==> src/rtl/bus_burst_pkg.sv <==
// Shared types and sizing helpers for the burst engine, its register bank and its bus interface.
package bus_burst_pkg;

    typedef enum logic [2:0] {
        S_IDLE,
        S_ACK,
        S_WAIT,
        S_XFER,
        S_DONE
    } state_t;

    // The wait counter is 4 bits wide.
    localparam int MAX_WAIT = 15;

    function automatic int len_w(input int max_len);
        return (max_len > 1) ? $clog2(max_len) : 1;
    endfunction

    function automatic int depth(input int addr_w);
        return 1 << addr_w;
    endfunction

endpackage

==> src/rtl/bus_burst_if.sv <==
// Request/response bundle between a requester (master) and the burst engine (slave).
interface bus_burst_if
    import bus_burst_pkg::*;
#(
    parameter int DATA_W = 8,
    parameter int ADDR_W = 4,
    parameter int LEN_W  = len_w(4)
);
    logic              req;
    logic              rw;
    logic [ADDR_W-1:0] addr;
    logic [LEN_W-1:0]  len;
    logic [DATA_W-1:0] wdata;
    logic              ack;
    logic              busy;
    logic              wnext;
    logic              data_valid;
    logic [DATA_W-1:0] rdata;
    logic              done;
    logic              err;
    logic              drop;

    modport master (
        output req, rw, addr, len, wdata,
        input  ack, busy, wnext, data_valid, rdata, done, err, drop
    );

    modport slave (
        input  req, rw, addr, len, wdata,
        output ack, busy, wnext, data_valid, rdata, done, err, drop
    );
endinterface

==> src/rtl/bus_burst_regbank.sv <==
// DEPTH x DATA_W storage: synchronous write, combinational read, whole bank cleared by reset.
module bus_burst_regbank
    import bus_burst_pkg::*;
#(
    parameter int DATA_W = 8,
    parameter int ADDR_W = 4
) (
    input  logic              clk,
    input  logic              rst_n,
    input  logic              ena,
    input  logic              we,
    input  logic [ADDR_W-1:0] addr,
    input  logic [DATA_W-1:0] wdata,
    output logic [DATA_W-1:0] rdata
);
    localparam int DEPTH = depth(ADDR_W);

    logic [DEPTH-1:0][DATA_W-1:0] mem;

    always_ff @(posedge clk) begin
        if (!rst_n)
            mem <= '0;
        else if (ena && we)
            mem[addr] <= wdata;
    end

    assign rdata = mem[addr];
endmodule

==> src/rtl/bus_burst_engine.sv <==
// Burst read/write engine: edge-triggered requests, per-beat wait states, one pending slot,
// range-checked bursts against an internal register bank.
module bus_burst_engine
    import bus_burst_pkg::*;
#(
    parameter int DATA_W      = 8,
    parameter int ADDR_W      = 4,
    parameter int MAX_LEN     = 4,
    parameter int WAIT_STATES = 2
) (
    input  logic        clk,
    input  logic        rst_n,
    input  logic        ena,
    bus_burst_if.slave  bus
);
    localparam int          LEN_W = len_w(MAX_LEN);
    localparam int          DEPTH = depth(ADDR_W);
    localparam logic [3:0]  WS    = 4'((WAIT_STATES > MAX_WAIT) ? MAX_WAIT : WAIT_STATES);

    state_t            state, state_nxt;
    logic              req_q, drop_q, err_q;
    logic              act_rw;
    logic [ADDR_W-1:0] cur_addr;
    logic [LEN_W-1:0]  act_len, beat;
    logic [3:0]        wcnt;
    logic              pend_vld, pend_rw;
    logic [ADDR_W-1:0] pend_addr;
    logic [LEN_W-1:0]  pend_len;
    logic              take_req, take_pend;
    logic              req_edge, busy_edge, cap_pend, drop_nxt;
    logic              range_err, last_beat, mem_we;
    logic [DATA_W-1:0] mem_rdata;

    assign req_edge  = bus.req && !req_q;
    // An edge that cannot start immediately competes for the single pending slot.
    assign busy_edge = req_edge && (state != S_IDLE || pend_vld);
    assign cap_pend  = busy_edge && !pend_vld;
    assign drop_nxt  = busy_edge && pend_vld;
    // One extra bit so addr + len cannot wrap past the top of the bank.
    assign range_err = ({1'b0, cur_addr} + (ADDR_W+1)'(act_len)) > (ADDR_W+1)'(DEPTH - 1);
    assign last_beat = (beat == act_len);
    assign mem_we    = (state == S_XFER) && !act_rw;

    always_comb begin
        state_nxt = state;
        take_req  = 1'b0;
        take_pend = 1'b0;
        case (state)
            S_IDLE: begin
                if (pend_vld) begin
                    take_pend = 1'b1;
                    state_nxt = S_ACK;
                end else if (req_edge) begin
                    take_req  = 1'b1;
                    state_nxt = S_ACK;
                end
            end
            S_ACK:  state_nxt = range_err ? S_DONE : (WS == 4'd0) ? S_XFER : S_WAIT;
            S_WAIT: if (wcnt <= 4'd1) state_nxt = S_XFER;
            S_XFER: state_nxt = last_beat ? S_DONE : (WS == 4'd0) ? S_XFER : S_WAIT;
            S_DONE: begin
                if (pend_vld) begin
                    take_pend = 1'b1;
                    state_nxt = S_ACK;
                end else begin
                    state_nxt = S_IDLE;
                end
            end
            default: state_nxt = S_IDLE;
        endcase
    end

    always_ff @(posedge clk) begin
        if (!rst_n) begin
            state     <= S_IDLE;
            req_q     <= 1'b0;
            drop_q    <= 1'b0;
            err_q     <= 1'b0;
            act_rw    <= 1'b0;
            cur_addr  <= '0;
            act_len   <= '0;
            beat      <= '0;
            wcnt      <= '0;
            pend_vld  <= 1'b0;
            pend_rw   <= 1'b0;
            pend_addr <= '0;
            pend_len  <= '0;
        end else if (ena) begin
            state  <= state_nxt;
            req_q  <= bus.req;
            drop_q <= drop_nxt;
            if (take_req) begin
                act_rw   <= bus.rw;
                cur_addr <= bus.addr;
                act_len  <= bus.len;
                beat     <= '0;
            end else if (take_pend) begin
                act_rw   <= pend_rw;
                cur_addr <= pend_addr;
                act_len  <= pend_len;
                beat     <= '0;
            end else if (state == S_XFER && !last_beat) begin
                cur_addr <= cur_addr + 1'b1;
                beat     <= beat + 1'b1;
            end
            if (state == S_ACK)
                err_q <= range_err;
            if (state == S_ACK || (state == S_XFER && !last_beat))
                wcnt <= WS;
            else if (state == S_WAIT)
                wcnt <= wcnt - 1'b1;
            if (cap_pend) begin
                pend_vld  <= 1'b1;
                pend_rw   <= bus.rw;
                pend_addr <= bus.addr;
                pend_len  <= bus.len;
            end else if (take_pend) begin
                pend_vld  <= 1'b0;
            end
        end
    end

    bus_burst_regbank #(.DATA_W(DATA_W), .ADDR_W(ADDR_W)) u_bank (
        .clk   (clk),
        .rst_n (rst_n),
        .ena   (ena),
        .we    (mem_we),
        .addr  (cur_addr),
        .wdata (bus.wdata),
        .rdata (mem_rdata)
    );

    assign bus.ack        = (state == S_ACK);
    assign bus.busy       = (state != S_IDLE);
    assign bus.wnext      = mem_we;
    assign bus.data_valid = (state == S_XFER) && act_rw;
    assign bus.rdata      = bus.data_valid ? mem_rdata : '0;
    assign bus.done       = (state == S_DONE);
    assign bus.err        = bus.done && err_q;
    assign bus.drop       = drop_q;
endmodule

==> src/flat_wrapper.sv <==
// flat-port wrapper written by rule: the top's interface ports become plain ports
module bus_burst_engine_flat import bus_burst_pkg::*;
#(
    parameter int DATA_W      = 8,
    parameter int ADDR_W      = 4,
    parameter int MAX_LEN     = 4,
    parameter int WAIT_STATES = 2
)
  (clk, rst_n, ena, bus_req, bus_rw, bus_addr, bus_len, bus_wdata, bus_ack, bus_busy, bus_wnext, bus_data_valid, bus_rdata, bus_done, bus_err, bus_drop);
  bus_burst_if #(.DATA_W(DATA_W), .ADDR_W(ADDR_W), .LEN_W(2)) bus_i ();
  input  logic clk;
  input  logic rst_n;
  input  logic ena;
  input wire logic [$bits(bus_i.req)-1:0] bus_req;
  input wire logic [$bits(bus_i.rw)-1:0] bus_rw;
  input wire logic [$bits(bus_i.addr)-1:0] bus_addr;
  input wire logic [$bits(bus_i.len)-1:0] bus_len;
  input wire logic [$bits(bus_i.wdata)-1:0] bus_wdata;
  output wire logic [$bits(bus_i.ack)-1:0] bus_ack;
  output wire logic [$bits(bus_i.busy)-1:0] bus_busy;
  output wire logic [$bits(bus_i.wnext)-1:0] bus_wnext;
  output wire logic [$bits(bus_i.data_valid)-1:0] bus_data_valid;
  output wire logic [$bits(bus_i.rdata)-1:0] bus_rdata;
  output wire logic [$bits(bus_i.done)-1:0] bus_done;
  output wire logic [$bits(bus_i.err)-1:0] bus_err;
  output wire logic [$bits(bus_i.drop)-1:0] bus_drop;
  assign bus_i.req = bus_req;
  assign bus_i.rw = bus_rw;
  assign bus_i.addr = bus_addr;
  assign bus_i.len = bus_len;
  assign bus_i.wdata = bus_wdata;
  assign bus_ack = bus_i.ack;
  assign bus_busy = bus_i.busy;
  assign bus_wnext = bus_i.wnext;
  assign bus_data_valid = bus_i.data_valid;
  assign bus_rdata = bus_i.rdata;
  assign bus_done = bus_i.done;
  assign bus_err = bus_i.err;
  assign bus_drop = bus_i.drop;
  bus_burst_engine #(.DATA_W(DATA_W), .ADDR_W(ADDR_W), .MAX_LEN(MAX_LEN), .WAIT_STATES(WAIT_STATES)) u_core (.clk(clk), .rst_n(rst_n), .ena(ena), .bus(bus_i));
endmodule
==> config.mk <==
export PLATFORM = sky130hd
export DESIGN_NAME = bus_burst_engine_flat
export DESIGN_NICKNAME = d
export VERILOG_FILES = /design/src/rtl/bus_burst_pkg.sv /design/src/rtl/bus_burst_if.sv /design/src/rtl/bus_burst_regbank.sv /design/src/rtl/bus_burst_engine.sv /design/src/flat_wrapper.sv
export SDC_FILE = /design/constraint.sdc
export NUM_CORES = 1
export LEC_CHECK = 0
export CAP_MARGIN = 20
export CORE_ASPECT_RATIO = 1.2
export CORE_UTILIZATION = 48
export CTS_CLUSTER_DIAMETER = 40
export DETAILED_ROUTE_END_ITERATION = 8
export PLACE_DENSITY = 0.64
export REMOVE_ABC_BUFFERS = 1
export SLEW_MARGIN = 20
export SYNTH_ARGS = -nofsm -noshare
export SYNTH_HDL_FRONTEND = slang
export SYNTH_HIERARCHICAL = 1
export SYNTH_SLANG_ARGS = --single-unit
==> constraint.sdc <==
create_clock -name clk -period 4.8 [get_ports clk]
set_clock_uncertainty 0.1 [all_clocks]
set_input_delay 0.96 -clock clk [delete_from_list [all_inputs] [get_ports clk]]
set_output_delay 0.96 -clock clk [all_outputs]
set_load 0.02 [all_outputs]
# [Yosys cells after proc, flatten, opt, wreduce, memory -nomap -nowiden]
# Cells that the tools add are included.
[word_totals] register_bits=155 inputBits=19 out_inout_bits=15 n_memories=0 latch_bits=0 word_cells=106 rom_bits=0 mem_bits_rw=0
[classes] muxes=32 magnitude_cmp=4 n_reduce_logical=30 div=0 multipliers=0 add_sub_neg=4 shift=0 n_bitwise=0 eq_ne=7
[op_table] cell="bitwise mux 128 bit" count=1
[op_table] cell="binary-select mux 8 bit (select 4 bit)" count=1
[op_table] cell="demux 8 bit (select 4 bit)" count=1
[op_table] cell="2-to-1 mux 8 bit" count=3
[op_table] cell="2-to-1 mux 4 bit" count=5
[op_table] cell="2-to-1 mux 3 bit" count=5
[op_table] cell="case mux 3 bit (5 select lines)" count=1
[op_table] cell="AND reduction 2 bit" count=6
[op_table] cell="logical AND 1 bit" count=10
[op_table] cell="2-to-1 mux 1 bit" count=10
[op_table] cell="2-to-1 mux 2 bit" count=5
[op_table] cell="equality test 3 x 2 -> 1 bit, second input constant" count=2
[op_table] cell="nonzero test 2 bit" count=3
[op_table] cell="nonzero test 3 bit" count=2
[op_table] cell="adder 4 x 2 -> 5 bit" count=1
[op_table] cell="greater-than comparator 5 x 4 -> 1 bit, second input constant" count=1
[op_table] cell="< comparator 4 x 5 -> 1 bit, second input constant" count=1
[op_table] cell="adder 4 x 1 -> 4 bit, second input constant" count=1
[op_table] cell="greater-or-equal comparator 4 x 1 -> 1 bit, second input constant" count=1
[op_table] cell="less-or-equal comparator 4 x 1 -> 1 bit, second input constant" count=1
[op_table] cell="zero test 1 bit" count=4
[op_table] cell="subtractor 4 x 1 -> 4 bit, second input constant" count=1
[op_table] cell="equality test 3 x 1 -> 1 bit, second input constant" count=1
[op_table] cell="equality test 3 bit, second input constant" count=1
[op_table] cell="other kinds (8)" count=9

# [Logic depth before layout (Yosys ltp)]
[logic_depth] ltp_word=7 depth_mapped=8 ltp_nobuf=6

# [By module]
# Netlist, hierarchy kept.
[by_module_without_submodules] module="bus_burst_regbank" seq_area_each_um2=2562.5 area_each_um2=6361.1 cells_each=686 instances=1
[by_module_without_submodules] module="bus_burst_engine" seq_area_each_um2=540.5 area_each_um2=1590.3 cells_each=194 instances=1

# [Least setup slack after synthesis]
# Ideal clock, no wire load.
[synth_timing] path_kind="reg-to-output" from="register u_core.cur_addr[1]" to="output bus_rdata[3]" arrival_time_ns=1.691 t_required_ns=3.740 n_path_buf=1 setup_slack_ns=2.049 stages_incl_launch_ff=6 path_cell_list="dfxtp_1 > buf_6 > mux4_4 > a22oi_1 > nand2_1 > and2_1"
[synth_between] elab_chain_cells=3
[synth_lines] item="start, declared" line_no="bus_burst_engine.sv:23" rtl="logic [ADDR_W-1:0] cur_addr;"
[synth_lines] item="start signal, assigned" line_no="bus_burst_engine.sv:94" rtl="cur_addr <= bus.addr;"
[synth_lines] item="start signal, assigned" line_no="bus_burst_engine.sv:99" rtl="cur_addr <= pend_addr;"
[synth_lines] item="start signal, assigned" line_no="bus_burst_engine.sv:103" rtl="cur_addr <= cur_addr + 1'b1;"
[synth_lines] item="binary-select mux 8 bit (select 4 bit)" line_no="bus_burst_regbank.sv:27" rtl="assign rdata = mem[addr];"
[synth_lines] item="2-to-1 mux 8 bit (implied by the code)" line_no="bus_burst_regbank.sv:27"
[synth_lines] item="named net u_core.mem_rdata[3]" line_no="bus_burst_engine.sv:32" rtl="logic [DATA_W-1:0] mem_rdata;"
[synth_lines] item="2-to-1 mux 8 bit" line_no="bus_burst_engine.sv:137" rtl="assign bus.rdata = bus.data_valid ? mem_rdata : '0;"
[synth_lines] item="end, declared" line_no="flat_wrapper.sv:23" rtl="output wire logic [$bits(bus_i.rdata)-1:0] bus_rdata;"
# The timed path passes the listed nets, and every way through them passes these cells. The select of a mux whose other input is x is not followed.

# [Final worst setup path]
[layout_timing] from="register u_core.cur_addr[0]" to="output bus_rdata[4]"
# The elaborated chain is that of the path after synthesis.

==> impl_metrics.toml <==
[worst_hold_path]
holdCritStartpoint = "u_core/bus.drop$_SDFFE_PN0P_"
hp-class = "flip-flop to flip-flop"
hold_depth = 2
holdPathEnd = "u_core/bus.drop$_SDFFE_PN0P_"

[routing]
dr.pass1.iters = 6
drt-total-wl_um = 22400
drt_iter0_drc = 724
avgViaCountPerCell = 6.39
route.vias.total = 6815
drcViolationCount = 0
drtAntennaViolNets = 0
wl_per_cell_um = 21.0

[worst_setup_path]
rrSetupSlack_ps = 1610
cp-start-kind = "flip-flop"
critPathKind = "flip-flop to output pin"
arrival_ps = 3310
crit_path_end_kind = "output pin"
rr_worst_depth = 6
r2r-start = "u_core/state[0]$_SDFFE_PN0P_"
critical_path_required_ps = 3740
cp_max_fo = 34
r2r-end = "u_core/u_bank/mem[94]$_SDFFE_PN0P_"

[cells_and_area]
area.growth.synth_to_final_pct = 10.8
final_util_pct = 54.3
final_nets = 865
fill_cells = 1469
diodes = 0
final_cells = 1066
drive_above_1_share_pct = 10.2
multi_input_area_um2 = 4290
seqCellArea_um2 = 3110

[run]
cap_viol_max_count = 0

[floorplanning]
core_area_um2 = 16200
rows = 51
initial_core_util_pct = 49.1
die_area_um2 = 17100
boundaryPins = 34
fp.dieH_um = 143
die_w_um = 119

[global_routing]
grt_max_degree = 87
antenna_found_initial = 0
grt_pass1_wl_um = 35300
overflow = 0
first_global_vias = 6558
grtUsageTotal_pct = 26.8

[logic_synthesis]
synth_area_leaders = "dfxtp_1 39%, a21boi_0 9.0%, nand3_1 8.3%, o21ai_0 8.3%, mux4_2 5.4%"
syn_avg_cell_area_um2 = 9.04
synth_top_area_cell = "dfxtp_1"
yosysWarningCount = 6
yosysMostFrequentCell = "dfxtp_1"
synth_top_area_share_pct = 39.0
async_flop_share_pct = 0
synth_edf_count = 0
synth_commonest_cells = "155 x dfxtp_1, 132 x nand3_1, 132 x o21ai_0"
synth_flop_cell = "dfxtp_1"
synth_area_um2 = 7950
yosysSeqAreaShare_pct = 39.0
synth_cell_types = 67
synth.ff_latch_count = 155
synth_cells = 880

[cts]
cts_resized = 0
holdBufCountCts = 0
cts_root_buffer = "clkbuf_16"
htree_num_levels = 4
clock_latency_ps = 430
cts.sinks = 155
post-cts-setup-buffers = 0
cts-buffers-inserted = 17
clk_transition_reported_paths_ps = 60
cts_tree = "yes"
clock_path_buffers = 2

[pwr]
p_per_area_nw_per_um2 = 354
internal-power_mw = 2.34
power_switching_uw = 771
seq_power_share_pct = 43.1
cellLeakagePower_nw = 2.90
share_comb_of_total_power_pct = 9.5
clockPowerShare_pct = 47.4
peakVddDrop_uv = 275
switching_share_pct = 24.8

[sta]
rsz0062_at_grt = "false"
tns_ps = 0
hold_violations = 0
relSlewSlack_pct = 27.1
drv_slew = 0
min_period_ps = 4370
fin_crit_sh_pct = 91.0
fmax_mhz = 229
tightest_slew_ps = 1090
setup_violations = 0

[placement]
hpwlAfterDp_um = 13000
io_buffers = 33
gp_congestion = 0.817
dpl.cell_count = 1034

[outcome]
status = "finished, final reports clean"
==> worst max-delay path: stages (launching register included) <==
cell             delay, ps
dfxtp_2               1050
buf_4                  320
mux4_1                 570
a22oi_1                160
nand2_1                100
and2_1                 140
clkdlybuf4s50_1        530
==> per-stage QoR <==
| step | hold slack, ps | total power [mW] | area [µm²] | setup WS (ps) |
|---|---|---|---|---|
| 2_1_floorplan | 332 | 1.51 | 7400 | 1130 |
| 3_3_place_gp | 339 | 1.65 | 8150 | 936 |
| 3_5_place_dp | 350 | 1.66 | 8150 | 852 |
| 4_1_cts | 358 | 3.12 | 8810 | 377 |
| 5_1_grt | 387 | 3.20 | 8810 | 265 |
| 6_report | 353 | 3.11 | 8810 | 431 |
==> sequential cells by signal (all words and copies together) (netlist names) <==
name / cells
u_core/beat: 2
u_core/pend_vld: 1
u_core/u_bank/mem: 128
u_core/req_q: 1
u_core/cur_addr: 4
u_core/pend_len: 2
u_core/act_len: 2
u_core/pend_addr: 4
u_core/pend_rw: 1
u_core/err_q: 1
u_core/act_rw: 1
u_core/wcnt: 4
u_core/bus.drop: 1
u_core/state: 3
==> power by group through the flow <==
stage | Combinational [mW] | Clock (mW) | Sequential [mW]
final | 0.295 | 1.48 | 1.34
after global routing | 0.311 | 1.55 | 1.35
after CTS | 0.293 | 1.49 | 1.34
after detailed placement | 0.291 | 0 | 1.37
after global placement | 0.284 | 0 | 1.37
after floorplan | 0.150 | 0 | 1.36
==> layer usage <==
metal  GRT usage [%]  part of all wire (%)  up-vias
met5               0                     0        -
met4            12.3                   2.5        0
met3            4.83                   6.0       42
met2            47.1                    50      257
met1            31.6                    41     3386
li1                -                     -     3130
==> final cells by class <==
class	instances	share of cell area, %
clock buffer	22	5.61
multi-input combinational	609	48.7
sequential	155	35.3
timing repair buffer	52	5.31
tap	212	3.01
inverter	6	0.256
clock inverter	10	1.82
==> cells by family after synthesis <==
logic type                 Yosys count  synth area share, %
AOI/OAI and AO/OA                  309                 25.0
xor gates and xnor gates             5                0.551
adders and majority gates            5                0.881
buffers and inverters              116                 7.18
DFF                                155                 39.0
muxes                               44                 11.2
and+or+nand+nor                    246                 16.2
==> layout by cell type, fill, tap and decap left out, types with 16 or more instances in the layout <==
cell type / instances
nand2_1: 32
a22oi_1: 16
a21boi_1: 33
o21ai_0: 132
buf_4: 19
clkbuf_16: 17
mux4_2: 19
nand3_1: 132
dfxtp_1: 153
a21boi_0: 95
nor2_1: 22
clkdlybuf4s50_1: 32
==> how the worst max path moves through the flow <==
stage / startpoint / end / slack, ps / cells past startpoint
floorplan: u_core/cur_addr[0]$_SDFFE_PN0P_ / bus_rdata[0] / 1130 / 4
global placement: u_core/cur_addr[0]$_SDFFE_PN0P_ / bus_rdata[4] / 940 / 6
detailed placement: u_core/cur_addr[0]$_SDFFE_PN0P_ / bus_rdata[4] / 850 / 6
CTS: u_core/cur_addr[0]$_SDFFE_PN0P_ / bus_rdata[4] / 380 / 6
global route: u_core/cur_addr[0]$_SDFFE_PN0P_ / bus_rdata[4] / 270 / 6
finish: u_core/cur_addr[0]$_SDFFE_PN0P_ / bus_rdata[4] / 430 / 6
Power figures use the tool's default switching activity.
